## config.mk

```make
export PLATFORM = sky130hd
export DESIGN_NAME = rob_commit_ctrl_flat
export DESIGN_NICKNAME = d
export VERILOG_FILES = /design/src/rtl/rob_commit_ctrl_pkg.sv /design/src/rtl/rob_commit_ctrl_if.sv /design/src/rtl/rob_commit_ctrl_perf_ctr.sv /design/src/rtl/rob_commit_ctrl.sv /design/src/flat_wrapper.sv
export SDC_FILE = /design/constraint.sdc
export NUM_CORES = 1
export LEC_CHECK = 0
export BUFFER_PORTS_ARGS = -buffer_cell sky130_fd_sc_hd__buf_2
export CORE_UTILIZATION = 46
export CTS_CLUSTER_DIAMETER = 150
export CTS_CLUSTER_SIZE = 12
export DETAILED_ROUTE_END_ITERATION = 8
export PLACE_DENSITY = 0.77
export REMOVE_ABC_BUFFERS = 1
export SLEW_MARGIN = 20
export SYNTH_ARGS = -nofsm -noshare
export SYNTH_HDL_FRONTEND = slang
export SYNTH_SLANG_ARGS = --single-unit
```

## constraint.sdc

```tcl
create_clock -name cpu_clk_i -period 3.4 [get_ports cpu_clk_i]
set_input_delay 0.34 -clock cpu_clk_i [delete_from_list [all_inputs] [get_ports cpu_clk_i]]
set_output_delay 0.34 -clock cpu_clk_i [all_outputs]
set_load 0.01 [all_outputs]
```

## src/rtl/rob_commit_ctrl_pkg.sv

```systemverilog
// Shared types and sizing for the reorder-buffer commit controller.
// A slot index is {row, lane}; each row holds an even (lane 0) and odd (lane 1) slot.
package rob_pkg;

    localparam int unsigned ROB_ROWS  = 16;
    localparam int unsigned ROB_SLOTS = 2 * ROB_ROWS;
    localparam int unsigned ROW_W     = $clog2(ROB_ROWS);

    typedef logic [ROW_W-1:0] rob_row_t;
    typedef logic [ROW_W:0]   rob_slot_t;
    typedef logic [ROW_W:0]   rob_cnt_t;

    typedef enum logic [1:0] {
        RUN   = 2'd0,
        HALF  = 2'd1,
        FLUSH = 2'd2
    } rob_state_t;

    function automatic rob_slot_t slot_of(input rob_row_t row, input logic lane);
        return {row, lane};
    endfunction

endpackage

```

## src/rtl/rob_commit_ctrl_if.sv

```systemverilog
// Dispatch allocation handshake and completion-tracker read-back/clear bundle.
// master = dispatch/tracker side, slave = rob_commit_ctrl.
interface rob_commit_ctrl_if;
    import rob_pkg::*;

    logic      alloc_valid_i;
    logic      alloc_lane1_i;
    logic      alloc_ready_o;
    rob_row_t  alloc_row_o;

    rob_slot_t rob0_status_o;
    rob_slot_t rob1_status_o;
    logic      rob0_done_i;
    logic      rob1_done_i;
    logic      rob0_call_i;
    logic      rob0_ret_i;
    logic      rob1_call_i;
    logic      rob1_ret_i;

    logic      commit0_o;
    logic      commit1_o;

    modport master (
        output alloc_valid_i, alloc_lane1_i,
        output rob0_done_i, rob1_done_i,
        output rob0_call_i, rob0_ret_i, rob1_call_i, rob1_ret_i,
        input  alloc_ready_o, alloc_row_o,
        input  rob0_status_o, rob1_status_o,
        input  commit0_o, commit1_o
    );

    modport slave (
        input  alloc_valid_i, alloc_lane1_i,
        input  rob0_done_i, rob1_done_i,
        input  rob0_call_i, rob0_ret_i, rob1_call_i, rob1_ret_i,
        output alloc_ready_o, alloc_row_o,
        output rob0_status_o, rob1_status_o,
        output commit0_o, commit1_o
    );

endinterface

```

## src/rtl/rob_commit_ctrl_perf_ctr.sv

```systemverilog
// 64-bit retired-instruction counter, advances by 0, 1 or 2 per cycle.
module rob_perf_ctr (
    input  logic        cpu_clk_i,
    input  logic        cpu_rst_i,
    input  logic        inc0_i,
    input  logic        inc1_i,
    output logic [63:0] count_o
);

    // Accumulate both lane strobes; wraps naturally, cleared only by reset.
    always_ff @(posedge cpu_clk_i or posedge cpu_rst_i) begin
        if (cpu_rst_i) begin
            count_o <= '0;
        end else begin
            count_o <= count_o + {63'b0, inc0_i} + {63'b0, inc1_i};
        end
    end

endmodule

```

## src/rtl/rob_commit_ctrl.sv

```systemverilog
// In-order retirement controller for the two-slot-per-row reorder buffer.
// Owns head/tail/count, grants rows to dispatch, commits the head row in order
// (lane 0 before lane 1) and drives committed call/ret strobes to the RAS.
// Optional: define ROB_COMMIT_PERF_EN to enable the instret_o counter.
module rob_commit_ctrl
    import rob_pkg::*;
#(
    parameter int unsigned FLUSH_WAIT = 1
) (
    input  logic                  cpu_clk_i,
    input  logic                  cpu_rst_i,
    input  logic                  flush_i,
    rob_commit_ctrl_if.slave      rob_if,
    output logic [1:0]            ras_call_o,
    output logic [1:0]            ras_ret_o,
    output logic                  empty_o,
    output logic [63:0]           instret_o
);

    rob_state_t          state;
    rob_state_t          state_nx;
    rob_row_t            head;
    rob_row_t            tail;
    rob_cnt_t            count;
    logic [ROB_ROWS-1:0] lane1_mask;
    logic [2:0]          wait_cnt;

    logic                lane1_real;
    logic                accept;
    logic                retire;
    logic                commit0;
    logic                commit1;

    assign lane1_real = lane1_mask[head];

    // Space is judged on the registered count only; a same-cycle retire does not help.
    assign rob_if.alloc_ready_o = (count != rob_cnt_t'(ROB_ROWS)) && (state != FLUSH);
    assign rob_if.alloc_row_o   = tail;
    assign accept               = rob_if.alloc_valid_i && rob_if.alloc_ready_o && !flush_i;

    assign rob_if.rob0_status_o = slot_of(head, 1'b0);
    assign rob_if.rob1_status_o = slot_of(head, 1'b1);

    assign empty_o = (count == '0);

    // Head-row commit decision; lane 1 never commits ahead of lane 0 nor for a bubble.
    always_comb begin
        commit0  = 1'b0;
        commit1  = 1'b0;
        retire   = 1'b0;
        state_nx = state;
        if (!flush_i && (count != '0)) begin
            case (state)
                RUN: begin
                    if (rob_if.rob0_done_i) begin
                        commit0 = 1'b1;
                        if (!lane1_real || rob_if.rob1_done_i) begin
                            commit1 = lane1_real && rob_if.rob1_done_i;
                            retire  = 1'b1;
                        end else begin
                            state_nx = HALF;
                        end
                    end
                end
                HALF: begin
                    if (rob_if.rob1_done_i) begin
                        commit1  = 1'b1;
                        retire   = 1'b1;
                        state_nx = RUN;
                    end
                end
                default: ;
            endcase
        end
    end

    assign rob_if.commit0_o = commit0;
    assign rob_if.commit1_o = commit1;
    assign ras_call_o = {commit1 && rob_if.rob1_call_i, commit0 && rob_if.rob0_call_i};
    assign ras_ret_o  = {commit1 && rob_if.rob1_ret_i,  commit0 && rob_if.rob0_ret_i};

    // Pointer, occupancy and FSM state; flush wins over everything and clears on exit.
    always_ff @(posedge cpu_clk_i or posedge cpu_rst_i) begin
        if (cpu_rst_i) begin
            state      <= RUN;
            head       <= '0;
            tail       <= '0;
            count      <= '0;
            lane1_mask <= '0;
            wait_cnt   <= '0;
        end else if (flush_i) begin
            state    <= FLUSH;
            wait_cnt <= 3'(FLUSH_WAIT);
        end else if (state == FLUSH) begin
            // The first flush-low cycle still counts down, so the blocked window
            // after a one-cycle pulse is FLUSH_WAIT+1 cycles of registered state.
            if (wait_cnt == '0) begin
                state      <= RUN;
                head       <= '0;
                tail       <= '0;
                count      <= '0;
                lane1_mask <= '0;
            end else begin
                wait_cnt <= wait_cnt - 3'd1;
            end
        end else begin
            state <= state_nx;
            if (accept) begin
                lane1_mask[tail] <= rob_if.alloc_lane1_i;
                tail             <= tail + rob_row_t'(1);
            end
            if (retire) begin
                head <= head + rob_row_t'(1);
            end
            case ({accept, retire})
                2'b10:   count <= count + rob_cnt_t'(1);
                2'b01:   count <= count - rob_cnt_t'(1);
                default: count <= count;
            endcase
        end
    end

`ifdef ROB_COMMIT_PERF_EN
    rob_perf_ctr u_perf_ctr (
        .cpu_clk_i (cpu_clk_i),
        .cpu_rst_i (cpu_rst_i),
        .inc0_i    (commit0),
        .inc1_i    (commit1),
        .count_o   (instret_o)
    );
`else
    assign instret_o = '0;
`endif

endmodule

```

## src/flat_wrapper.sv

```systemverilog
// flat-port wrapper written by rule: the top's interface ports become plain ports
module rob_commit_ctrl_flat import rob_pkg::*;
#(
    parameter int unsigned FLUSH_WAIT = 1
)
  (cpu_clk_i, cpu_rst_i, flush_i, ras_call_o, ras_ret_o, empty_o, instret_o, rob_if_alloc_valid_i, rob_if_alloc_lane1_i, rob_if_rob0_done_i, rob_if_rob1_done_i, rob_if_rob0_call_i, rob_if_rob0_ret_i, rob_if_rob1_call_i, rob_if_rob1_ret_i, rob_if_alloc_ready_o, rob_if_alloc_row_o, rob_if_rob0_status_o, rob_if_rob1_status_o, rob_if_commit0_o, rob_if_commit1_o);
  rob_commit_ctrl_if rob_if_i ();
  input  logic cpu_clk_i;
  input  logic cpu_rst_i;
  input  logic flush_i;
  output logic [1:0] ras_call_o;
  output logic [1:0] ras_ret_o;
  output logic empty_o;
  output logic [63:0] instret_o;
  input wire logic [$bits(rob_if_i.alloc_valid_i)-1:0] rob_if_alloc_valid_i;
  input wire logic [$bits(rob_if_i.alloc_lane1_i)-1:0] rob_if_alloc_lane1_i;
  input wire logic [$bits(rob_if_i.rob0_done_i)-1:0] rob_if_rob0_done_i;
  input wire logic [$bits(rob_if_i.rob1_done_i)-1:0] rob_if_rob1_done_i;
  input wire logic [$bits(rob_if_i.rob0_call_i)-1:0] rob_if_rob0_call_i;
  input wire logic [$bits(rob_if_i.rob0_ret_i)-1:0] rob_if_rob0_ret_i;
  input wire logic [$bits(rob_if_i.rob1_call_i)-1:0] rob_if_rob1_call_i;
  input wire logic [$bits(rob_if_i.rob1_ret_i)-1:0] rob_if_rob1_ret_i;
  output wire logic [$bits(rob_if_i.alloc_ready_o)-1:0] rob_if_alloc_ready_o;
  output wire logic [$bits(rob_if_i.alloc_row_o)-1:0] rob_if_alloc_row_o;
  output wire logic [$bits(rob_if_i.rob0_status_o)-1:0] rob_if_rob0_status_o;
  output wire logic [$bits(rob_if_i.rob1_status_o)-1:0] rob_if_rob1_status_o;
  output wire logic [$bits(rob_if_i.commit0_o)-1:0] rob_if_commit0_o;
  output wire logic [$bits(rob_if_i.commit1_o)-1:0] rob_if_commit1_o;
  assign rob_if_i.alloc_valid_i = rob_if_alloc_valid_i;
  assign rob_if_i.alloc_lane1_i = rob_if_alloc_lane1_i;
  assign rob_if_i.rob0_done_i = rob_if_rob0_done_i;
  assign rob_if_i.rob1_done_i = rob_if_rob1_done_i;
  assign rob_if_i.rob0_call_i = rob_if_rob0_call_i;
  assign rob_if_i.rob0_ret_i = rob_if_rob0_ret_i;
  assign rob_if_i.rob1_call_i = rob_if_rob1_call_i;
  assign rob_if_i.rob1_ret_i = rob_if_rob1_ret_i;
  assign rob_if_alloc_ready_o = rob_if_i.alloc_ready_o;
  assign rob_if_alloc_row_o = rob_if_i.alloc_row_o;
  assign rob_if_rob0_status_o = rob_if_i.rob0_status_o;
  assign rob_if_rob1_status_o = rob_if_i.rob1_status_o;
  assign rob_if_commit0_o = rob_if_i.commit0_o;
  assign rob_if_commit1_o = rob_if_i.commit1_o;
  rob_commit_ctrl #(.FLUSH_WAIT(FLUSH_WAIT)) u_core (.cpu_clk_i(cpu_clk_i), .cpu_rst_i(cpu_rst_i), .flush_i(flush_i), .rob_if(rob_if_i), .ras_call_o(ras_call_o), .ras_ret_o(ras_ret_o), .empty_o(empty_o), .instret_o(instret_o));
endmodule
```

==> impl_summary.txt, run 1 <==
----------------------------------------------------
[Placed design]
  Detail Placement HPWL ... about 4.6 mm
  Count of buffers from port buffering ... 30
  Final RePlAce weighted congestion ... 0.8771

[Global route]
  Busiest metal layer after global routing ... met2
  Number of global-route vias before repair ... between 2000 and 2500
  Global-route usage over all layers ... 19.81%
  Met3 track demand over resource ... ~4.0%
  Largest net degree at the start of global routing ... 35
  GRT met1 Usage ... 26.64%
  Wire length of the first global-routing pass ... 9.846 mm
  Met2 GRT Util ... 30.92%
  Initial antenna violation count ... 0
  Total congestion overflow ... 0

[Worst setup path]
  Highest fanout seen on the critical path ... 5
  Max stage delay on crit path ... approximately 570 ps
  Required @ worst endpoint ... 3570 ps
  Kind of capture point of the worst setup path ... flop
  Sum of buffers and inverters on the critical path ... 1
  CP top delay family ... multiplexers
  Data arrival time of the critical path ... 3370 ps
  Ordered cell list for the critical path ... mux4_1 -> o22a_2 -> nand2b_4 -> nand3_4 -> ha_2 -> inv_1 -> fa_1 -> nor2b_1 -> o21ai_0 -> and3_1 -> nor3_1 -> mux2i_1 -> o22ai_1
  Worst setup SP type ... flop
  Max stage delay cell, worst path ... sky130_fd_sc_hd__mux4_1
  Crit path kind ... reg -> reg

[Timing]
  Hold Violations, Final ... 0
  Fin Hold WS ... 126.9 ps
  Crit share post-route ... 94.05%
  Total count of max-transition violations in the final report ... 0
  Final critical path time including I/O delays and setup ... 3198 ps
  Max Clock Skew ... just over 5 ps
  Worst slew margin relative to its limit ... around 55%
  Upper clock frequency limit ... 312.7 MHz
  Least-Margin Pin Slew ... between 600 and 700 ps
  Post-route setup TNS ... 0 ps
  Unrepaired setup endpoints after global routing ... no
  Finish-stage setup viols ... 0

[Floorplanning]
  Row count ... 28
  Die width ... 81.30 um
  IO Count ... 97
  Vert. Die Dim ... 81.30 um
  Core ar. ... 5991 sq um
  Initial core utilization ... 48.29%
  Die area ... around 6600 sq um

[Layout]
  Filler Cell Count ... 590
  Sequential cell area ... 852.1 sq um
  Final core utilization ... 50.46%
  Layout cell share with drive strength beyond 1 ... between 15 and 20%
  Layout Area Growth over Synthesis ... 4.498%
  Number of diodes ... 0
  Fin nets ... 390
  Multi-input combinational cell area ... 1647 sq um

[Yosys]
  Cell taking the most area after synthesis ... sky130_fd_sc_hd__dfrtp_1
  Biggest area contributors in the synthesized netlist ... sky130_fd_sc_hd__dfrtp_1 29%, sky130_fd_sc_hd__buf_4 18%, sky130_fd_sc_hd__ha_1 6.9%
  Proportion of register bits with asynchronous set or reset after synthesis ... 100.0%
  Cell variety after synth ... 53
  Synth Instances ... about 330
  Synthesized area per cell ... 8.687 sq um
  Sequential-to-total area share from yosys stat ... 29.41%
  Number of warning messages in the yosys log ... 0
  Synthesized flop and latch total ... 34
  Netlist Area Pre-Place ... approximately 2900 sq um
  Dominant register cell in the synthesized netlist ... sky130_fd_sc_hd__dfrtp_1
  Fraction of synthesized cell area taken by the top area cell type ... 29.41%
  EDFF count, synth ... 0

[Power and ir drop]
  Maximum vdd drop ... 619.9 uV
  Total leakage power ... 0.001527 uW
  Power density relative to cell area ... 727.4 nW/um^2

[Detailed routing]
  Via total after detailed routing ... 2289
  DRC ... 0
  Number of detailed-routing iterations run before antenna repair ... 4
  Average detailed-routed wire length per instance ... about 14 um
  Vias per Instance ... 5.226
  Total detailed-routing wirelength ... 6.191 mm
  Antenna Nets Post-Route ... 0
  Iteration-0 DRC Markers ... 200

[CTS]
  CTS tree ... done
  Root Buffer Master ... sky130_fd_sc_hd__clkbuf_8
  H-tree levels ... 2
  Maximum buffer depth of the clock tree ... 2
  Clock-pin transition on the worst setup and hold timing paths ... 80 ps
  TritonCTS Buffers ... 5
  Clock sinks ... 34
  Clock latency at the later pin of the worst-skew pair ... roughly 290 ps

[Job]
  Maximum capacitance violations ... 0

[Worst hold path]
  Min-Delay Path Class ... in -> async

[Outcome]
  Result of the run ... finished, final reports clean

----------------------------------------------------
## layout make-up
cell class              instances  share of cell area (%)
multi-input cells             263                   54.47
flip-flops and latches         34                   28.19
repair buffers                 40                   7.450
well taps                      75                   3.104
clock buffers                   5                   2.276
clock inverters                 3                   2.276
inverters                      18                   2.235
## worst register-to-register path: cells and delay by family, from the launching register on
| kind | cells | cell delay, ps |
|---|---|---|
| adders and majority gates | 2 | 630 |
| muxes | 2 | 790 |
| DFF | 1 | 400 |
| and+or+nand+nor | 5 | 750 |
| AOI/OAI and AO/OA | 3 | 440 |
| buffers and inverters | 1 | 90 |
## cell usage in the layout, fill, tap and decap left out, types with 8 or more instances in the layout
cell / instances
sky130_fd_sc_hd__conb_1: 66
sky130_fd_sc_hd__dfrtp_1: 33
sky130_fd_sc_hd__buf_2: 30
sky130_fd_sc_hd__nor2_1: 20
sky130_fd_sc_hd__nand2_1: 19
sky130_fd_sc_hd__inv_1: 18
sky130_fd_sc_hd__nand3_1: 18
sky130_fd_sc_hd__o21ai_0: 17
sky130_fd_sc_hd__a21oi_1: 16
sky130_fd_sc_hd__ha_1: 13
sky130_fd_sc_hd__buf_4: 10
sky130_fd_sc_hd__nor3_1: 8
## flip-flops by register name, summed over array words and instances (netlist names)
name                       flops
u_core.lane1_mask             16
u_core.count                   5
u_core.head                    4
u_core.rob_if.alloc_row_o      4
u_core.wait_cnt                3
u_core.state                   2
## synth_stat cells, drive strengths merged (3+ instances only)
master,count
buf,75
dfrtp,34
nor2,20
nand2,19
nand3,19
inv,18
o21ai,18
a21oi,16
ha,16
a31o,8
nor3,8
clkbuf,7
nand2b,7
and2,5
nor2b,5
mux2i,4
nand4,4
o22ai,4
xor2,4
a31oi,3
a32o,3
o211ai,3
## path summary, 6_finish.rpt
check,startpoint,to,slack [ps],cells past startpoint
max in group asynchronous,cpu_rst_i,u_core.head[3]$_DFFE_PP0P_,2930,3
min in group cpu_clk_i,flush_i,u_core.wait_cnt[2]$_DFFE_PP0P_,310,2
min,cpu_rst_i,u_core.lane1_mask[14]$_DFFE_PP0P_,130,3
min reg2reg,u_core.lane1_mask[3]$_DFFE_PP0P_,u_core.lane1_mask[3]$_DFFE_PP0P_,510,2
max reg2reg,u_core.head[2]$_DFFE_PP0P_,u_core.count[4]$_DFFE_PP0P_,200,13
max,u_core.head[2]$_DFFE_PP0P_,u_core.count[4]$_DFFE_PP0P_,200,13
## through the flow
step | total power [uW] | setup slack, ps | cells | cell area [sq um]
after detailed placement | 1716 | 145.3 | 430 | 2867
after global placement | 1687 | 288.2 | 430 | 2867
after floorplan | 1387 | 93.87 | 315 | 2547
after CTS | 2184 | 132.4 | 438 | 3004
final | 2199 | 202.3 | 438 | 3023
after global routing | 2357 | 13.13 | 438 | 3023
## routing by layer
layer | share of wire (%) | wire length, um
met1 | 45 | 2790
met2 | 48 | 3002
met3 | 4.5 | 278
met4 | 1.9 | 119
met5 | 0 | 0
## power breakdown
| part | leakage (uW) | internal (uW) | switching (uW) |
|---|---|---|---|
| sequential | 0.000454 | 502 | 141 |
| clock | 0.0000683 | 294 | 166 |
| combinational | 0.00100 | 445 | 650 |
## what timing repair did
action | in CTS | in global routing
hold buffers | 0 | 0
buffers inserted | 0 | 0
resized for setup | 0 | 5
setup endpoints to repair | 0 | 1
## logic make-up after synthesis
logic type	count (synthesis)	synth area share [%]
AO/OA/AOI/OAI	71	16.65
XOR/XNOR	6	1.817
adder cells (fa/ha/maj)	17	7.612
buffers and inverters	100	22.58
flip-flops	34	29.41
multiplexers	8	3.850
other	2	0.2596
AND/OR/NAND/NOR	95	17.82
No activity file was read; power rests on OpenSTA's default activity.
==> run 2, diff against run 1 <==
CORE_MARGIN = 5   (was unset)
==> run 2 against run 1 <==
Compared with the run above: power is 6.0% lower; global-route usage decreased by 2.6 points; combinational power hardly changed; critical path type unchanged; fmax shrank 1.1%; worst hold slack better by 6.3 ps; largest cell class unchanged; worst setup slack worse by 37 ps; largest power group unchanged; clock-buffer cell count increased by 1; non-clock buffer count rose by 1.
==> impl_summary.txt, run 2 (synthesized netlist as in run 1, its figures left out) <==
----------------------------------------------------
[Timing]
  Least-Margin Pin Slew ... approximately 770 ps
  Post-route setup TNS ... 0 ps
  Hold Violations, Final ... 0
  Fin Hold WS ... 133.2 ps
  Total count of max-transition violations in the final report ... 0
  Upper clock frequency limit ... 309.1 MHz
  Max Clock Skew ... 8.711 ps
  Unrepaired setup endpoints after global routing ... no
  Worst slew margin relative to its limit ... 48.49%
  Crit share post-route ... 95.14%
  Final critical path time including I/O delays and setup ... about 3200 ps
  Finish-stage setup viols ... 0

[Detailed routing]
  Number of detailed-routing iterations run before antenna repair ... 5
  Vias per Instance ... 5.271
  Iteration-0 DRC Markers ... 165
  Via total after detailed routing ... 2314
  Total detailed-routing wirelength ... approximately 6.6 mm
  Antenna Nets Post-Route ... 0
  DRC ... 0
  Average detailed-routed wire length per instance ... around 15 um

[CTS]
  CTS tree ... done
  Root Buffer Master ... sky130_fd_sc_hd__clkbuf_8
  Clock-pin transition on the worst setup and hold timing paths ... about 80 ps
  TritonCTS Buffers ... 5
  Clock sinks ... 34
  H-tree levels ... 2
  Post-CTS Hold Fix Bufs ... 0
  Clock latency at the later pin of the worst-skew pair ... 300 ps
  Maximum buffer depth of the clock tree ... 2

[Floorplanning]
  IO Count ... 97
  Core ar. ... roughly 6000 sq um
  Die width ... about 89 um
  Vert. Die Dim ... 89.30 um
  Row count ... 28
  Initial core utilization ... 48.01%
  Die area ... 7974 sq um

[Layout]
  Final core utilization ... 49.40%
  Number of diodes ... 0
  Filler Cell Count ... between 500 and 600
  Flip-flop count of the largest register after layout ... 16
  Layout Area Growth over Synthesis ... 2.898%
  Most common cell after layout, fill and taps aside ... sky130_fd_sc_hd__conb_1
  Top library cells by usage in the layout, fill and taps aside ... 66 x sky130_fd_sc_hd__conb_1, 34 x sky130_fd_sc_hd__dfrtp_1, 30 x sky130_fd_sc_hd__buf_2, 20 x sky130_fd_sc_hd__nor2_1, 19 x sky130_fd_sc_hd__nand2_1
  Layout cell share with drive strength beyond 1 ... 20.05%
  Sequential cell area ... 850.8 sq um
  Registers with the most flip-flops ... u_core.lane1_mask (16), u_core.count (5)
  Multi-input combinational cell area ... about 1600 sq um
  Fin nets ... ~390
  Reg with most FFs ... u_core.lane1_mask

[Global route]
  Initial antenna violation count ... 0
  Wire length of the first global-routing pass ... 10.68 mm
  Largest net degree at the start of global routing ... 35
  Total congestion overflow ... 0
  Global-route usage over all layers ... roughly 17%
  Met2 GRT Util ... between 20% and 30%
  Busiest metal layer after global routing ... met2
  GRT met1 Usage ... 22.43%
  Met3 track demand over resource ... 3.134%
  Number of global-route vias before repair ... about 2100

[Power and ir drop]
  Maximum vdd drop ... 311.9 uV
  Power density relative to cell area ... 694.3 nW/um^2
  Total leakage power ... around 0.0015 uW

[Placed design]
  Count of buffers from port buffering ... 30
  Final RePlAce weighted congestion ... 0.8784
  Detail Placement HPWL ... 5.061 mm

[Worst setup path]
  Worst setup SP type ... flop
  Kind of capture point of the worst setup path ... flop
  Required @ worst endpoint ... 3560 ps
  Data arrival time of the critical path ... 3400 ps
  Crit path kind ... reg -> reg
  Highest fanout seen on the critical path ... 5

[Worst hold path]
  Min-Delay Path Class ... in -> async

[Outcome]
  Result of the run ... finished, final reports clean

[Job]
  Maximum capacitance violations ... 0

----------------------------------------------------
## run 2: timing repair
action | CTS | global route
endpoints found under the hold margin | 0 | 0
resized for setup | 0 | 4
setup endpoints to repair | 0 | 1
buffers inserted | 0 | 1
## run 2: power breakdown
group          switching, uW  internal (uW)  leakage, uW  total [uW]
Combinational            644            438      0.00101        1080
Sequential               154            501     0.000455         655
Clock                    167            163    0.0000472         330
## run 2: path summary, 6_finish.rpt
check,from,to,slack [ps],cells after the start
hold / removal,cpu_rst_i,u_core.lane1_mask[5]$_DFFE_PP0P_,130,3
min in group cpu_clk_i,rob_if_alloc_lane1_i,u_core.lane1_mask[11]$_DFFE_PP0P_,360,3
hold reg to reg,u_core.lane1_mask[7]$_DFFE_PP0P_,u_core.lane1_mask[7]$_DFFE_PP0P_,510,2
setup reg to reg,u_core.head[2]$_DFFE_PP0P_,u_core.count[4]$_DFFE_PP0P_,170,13
max in group asynchronous,cpu_rst_i,u_core.state[0]$_DFFE_PP0P_,2960,3
setup / recovery,u_core.head[2]$_DFFE_PP0P_,u_core.count[4]$_DFFE_PP0P_,170,13
## run 2: per-layer routing
metal	vias to the layer above	wire length [um]
met3	12	555
met5	-	0
li1	1080	-
met2	122	3233
met4	0	124
met1	1100	2688
## run 2: final cells by class
class	instances	area share, %
clock inverters	2	0.4203
inverters	18	2.270
multi-input cells	263	54.98
well taps	75	3.153
repair buffers	41	7.818
clock buffers	6	2.774
flip-flops and latches	34	28.58
## run 2: per-stage QoR
step	instances	instance area, sq um	total power, uW	setup WS (ps)
finish	439	2977	2067	165.2
detailed placement	430	2867	1723	66.77
floorplan	315	2547	1387	93.87
global placement	430	2867	1683	233.8
CTS	438	2962	2051	24.66
global route	439	2977	2221	3.149
## run 2: worst max-delay path, stage by stage, from the launching register on
cell                       delay, ps
sky130_fd_sc_hd__dfrtp_1         450
sky130_fd_sc_hd__mux4_2          530
sky130_fd_sc_hd__o22a_2          290
sky130_fd_sc_hd__nand2b_4        160
sky130_fd_sc_hd__nand3_4         100
sky130_fd_sc_hd__ha_2            220
sky130_fd_sc_hd__inv_1            80
sky130_fd_sc_hd__fa_1            410
sky130_fd_sc_hd__nor2b_1         110
sky130_fd_sc_hd__o21ai_0         100
sky130_fd_sc_hd__and3_1          210
sky130_fd_sc_hd__nor3_2          140
sky130_fd_sc_hd__mux2i_1         210
sky130_fd_sc_hd__o22ai_1          90
==> run 3, diff against run 2 <==
ABC_AREA = 1   (was unset)
==> run 3 against run 2 <==
Compared with the run above: combinational power decreased by 6%; worst hold slack worse by 7.8 ps; critical path depth grew 3; cell count increased by 12%; clock-buffer cell count unchanged; synthesized area shrank 1.8%; routed wire length down 8.5%; first-iteration DRC count up 50%; critical endpoint unchanged.
==> impl_summary.txt, run 3 <==
----------------------------------------------------
[Floorplanning]
  Initial core utilization ... 47.71%
  IO Count ... 97
  Core ar. ... 5956 sq um
  Vert. Die Dim ... 88.60 um
  Die area ... 7849 sq um
  Row count ... 28
  Die width ... 88.60 um

[Worst setup path]
  Crit path kind ... reg -> reg
  Max stage delay cell, worst path ... sky130_fd_sc_hd__dfrtp_1
  Kind of capture point of the worst setup path ... flop
  Max stage delay on crit path ... 530 ps
  Ordered cell list for the critical path ... inv_2 -> nand2_1 -> nand3_1 -> nand3_1 -> nand3_1 -> nand2_1 -> nand2_1 -> nand2_1 -> inv_1 -> ha_1 -> inv_1 -> fa_1 -> o21ai_0 -> a21oi_1 -> xor2_1 -> o22ai_1
  Required @ worst endpoint ... 3580 ps
  Highest fanout seen on the critical path ... 14
  Data arrival time of the critical path ... 2990 ps
  Most common cell type on the critical path ... sky130_fd_sc_hd__nand2_1
  Worst setup SP type ... flop

[Layout]
  Registers with the most flip-flops ... u_core.lane1_mask (16), u_core.count (5)
  Final design instance area without fill ... 2904 sq um
  Fin nets ... 443
  Layout Area Growth over Synthesis ... 2.202%
  Number of diodes ... 0
  Top library cells by usage in the layout, fill and taps aside ... 66 x sky130_fd_sc_hd__conb_1, 64 x sky130_fd_sc_hd__inv_1, 56 x sky130_fd_sc_hd__nand2_1, 34 x sky130_fd_sc_hd__dfrtp_1
  Filler Cell Count ... a little over 600
  Final core utilization ... 48.76%
  Layout cell share with drive strength beyond 1 ... 12.98%
  Post-route non-filler standard cell count ... 491
  Reg with most FFs ... u_core.lane1_mask
  Flip-flop count of the largest register after layout ... 16
  Most common cell after layout, fill and taps aside ... sky130_fd_sc_hd__conb_1

[Timing]
  Crit share post-route ... just over 80%
  Unrepaired setup endpoints after global routing ... no
  Least-Margin Pin Slew ... 507.1 ps
  Final critical path time including I/O delays and setup ... 2812 ps
  Total count of max-transition violations in the final report ... 0
  Finish-stage setup viols ... 0
  Hold Violations, Final ... 0
  Post-route setup TNS ... 0 ps
  Fin Hold WS ... 125.4 ps
  Max Clock Skew ... 6.403 ps
  Worst slew margin relative to its limit ... 66.07%
  Upper clock frequency limit ... around 360 MHz

[Outcome]
  Result of the run ... finished, final reports clean

[CTS]
  Clock latency at the later pin of the worst-skew pair ... 290 ps
  TritonCTS Buffers ... 5
  Clock-pin transition on the worst setup and hold timing paths ... around 70 ps
  Resized Gates After CTS ... 0
  Post-CTS Hold Fix Bufs ... 0
  H-tree levels ... 2
  Clock sinks ... 34
  Root Buffer Master ... sky130_fd_sc_hd__clkbuf_8
  # Post-CTS Setup Buffers ... 0
  Maximum buffer depth of the clock tree ... 2
  CTS tree ... done

[Global route]
  Initial antenna violation count ... 0
  Total congestion overflow ... 0
  Largest net degree at the start of global routing ... 35
  Global-route usage over all layers ... 15.67%
  Number of global-route vias before repair ... 2166
  Wire length of the first global-routing pass ... about 9.7 mm

[Yosys]
  Synthesized area per cell ... about 7.4 sq um
  Synthesized flop and latch total ... 34
  Dominant register cell in the synthesized netlist ... sky130_fd_sc_hd__dfrtp_1
  Most instantiated cells after synthesis ... 71 x sky130_fd_sc_hd__buf_4, 64 x sky130_fd_sc_hd__inv_1, 56 x sky130_fd_sc_hd__nand2_1
  Netlist Area Pre-Place ... 2841 sq um
  Biggest area contributors in the synthesized netlist ... sky130_fd_sc_hd__dfrtp_1 30%, sky130_fd_sc_hd__buf_4 19%, sky130_fd_sc_hd__inv_1 8.5%
  Fraction of synthesized cell area taken by the top area cell type ... 29.94%
  Most frequent cell after synthesis ... sky130_fd_sc_hd__buf_4
  Proportion of register bits with asynchronous set or reset after synthesis ... 100.0%
  EDFF count, synth ... 0
  Cell variety after synth ... 32
  Cell taking the most area after synthesis ... sky130_fd_sc_hd__dfrtp_1
  Number of warning messages in the yosys log ... 0
  Synth Instances ... 385
  Sequential-to-total area share from yosys stat ... 29.94%

[Worst hold path]
  Min-Delay Path Class ... in -> async

[Detailed routing]
  DRC ... 0
  Total detailed-routing wirelength ... 6.038 mm
  Antenna Nets Post-Route ... 0
  Average detailed-routed wire length per instance ... between 10 and 15 um
  Via total after detailed routing ... 2352
  Vias per Instance ... 4.790
  Number of detailed-routing iterations run before antenna repair ... 4
  Iteration-0 DRC Markers ... 248

[Power and ir drop]
  Total leakage power ... 0.001662 uW
  Maximum vdd drop ... ~430 uV
  Power density relative to cell area ... 675.5 nW/um^2

[Placed design]
  Final RePlAce weighted congestion ... 0.8834
  Number of instances in the placed design ... 483
  Count of buffers from port buffering ... 30
  Area after detailed placement ... 2794 sq um
  Detail Placement HPWL ... 4.673 mm

[Job]
  Maximum capacitance violations ... 0

----------------------------------------------------
run 3: cell count changes in the layout (fill, tap and decap cells not counted), sizes merged, moves of 6 or more:
cell,delta
o21ai,+14
nor2,+6
buf,-8
a31o,-8
nand2,+41
nand2b,-7
inv,+51
nor3,-6
nand3,+12
run 3: cell type report:
type,count,area [sq um],area share [%]
clock buffers,6,72.57,2.499
well taps,75,93.84,3.231
inverters,70,267.8,9.220
repair buffers,33,172.7,5.946
multi-input cells,271,1409,48.51
flip-flops and latches,34,850.8,29.30
clock inverters,2,37.54,1.293
run 3: logic make-up after synthesis:
| kind of cell | Yosys count | synth area share, % |
|---|---|---|
| adder cells (fa/ha/maj) | 17 | 7.750 |
| XOR/XNOR | 6 | 1.849 |
| other | 2 | 0.2643 |
| buffers and inverters | 144 | 28.93 |
| flip-flops | 34 | 29.94 |
| AO/OA/AOI/OAI | 58 | 11.40 |
| AND/OR/NAND/NOR | 124 | 19.86 |
run 3: final timing paths:
kind,from,end,slack (ps),depth (start not counted)
max,u_core.head[0]$_DFFE_PP0P_,u_core.count[4]$_DFFE_PP0P_,590,16
max reg2reg,u_core.head[0]$_DFFE_PP0P_,u_core.count[4]$_DFFE_PP0P_,590,16
min,cpu_rst_i,u_core.rob_if.alloc_row_o[1]$_DFFE_PP0P_,130,3
max in group asynchronous,cpu_rst_i,u_core.head[1]$_DFFE_PP0P_,2950,3
min in group cpu_clk_i,rob_if_alloc_lane1_i,u_core.lane1_mask[11]$_DFFE_PP0P_,330,3
min reg2reg,u_core.wait_cnt[0]$_DFFE_PP0P_,u_core.wait_cnt[0]$_DFFE_PP0P_,500,1
run 3: report_power, final:
| group | internal, uW | switching (uW) |
|---|---|---|
| clock | 219 | 156 |
| sequential | 495 | 82.2 |
| combinational | 326 | 684 |
run 3: metrics by stage:
| step | total power [uW] | setup slack, ps |
|---|---|---|
| after global routing | 2137 | 301.1 |
| final | 1962 | 587.7 |
| after detailed placement | 1578 | 683.8 |
| after CTS | 1966 | 605.9 |
| after floorplan | 1305 | 912.4 |
| after global placement | 1541 | 859.1 |
run 3: metal layers:
layer | part of all wire (%) | track usage (%) | wire [um]
met2 | 48 | 26.10 | 2885
met5 | 0 | 0 | 0
met4 | 1.7 | 4.396 | 103
met1 | 41 | 20.69 | 2503
met3 | 9.0 | 3.166 | 546
run 3: worst max-delay path: cells and delay by family, from the launching register on:
family / cells / cell delay, ps
AO/OA/AOI/OAI: 3 / 340
XOR/XNOR: 1 / 140
AND/OR/NAND/NOR: 7 / 630
adder cells (fa/ha/maj): 2 / 660
flip-flops: 1 / 530
buffers and inverters: 3 / 390
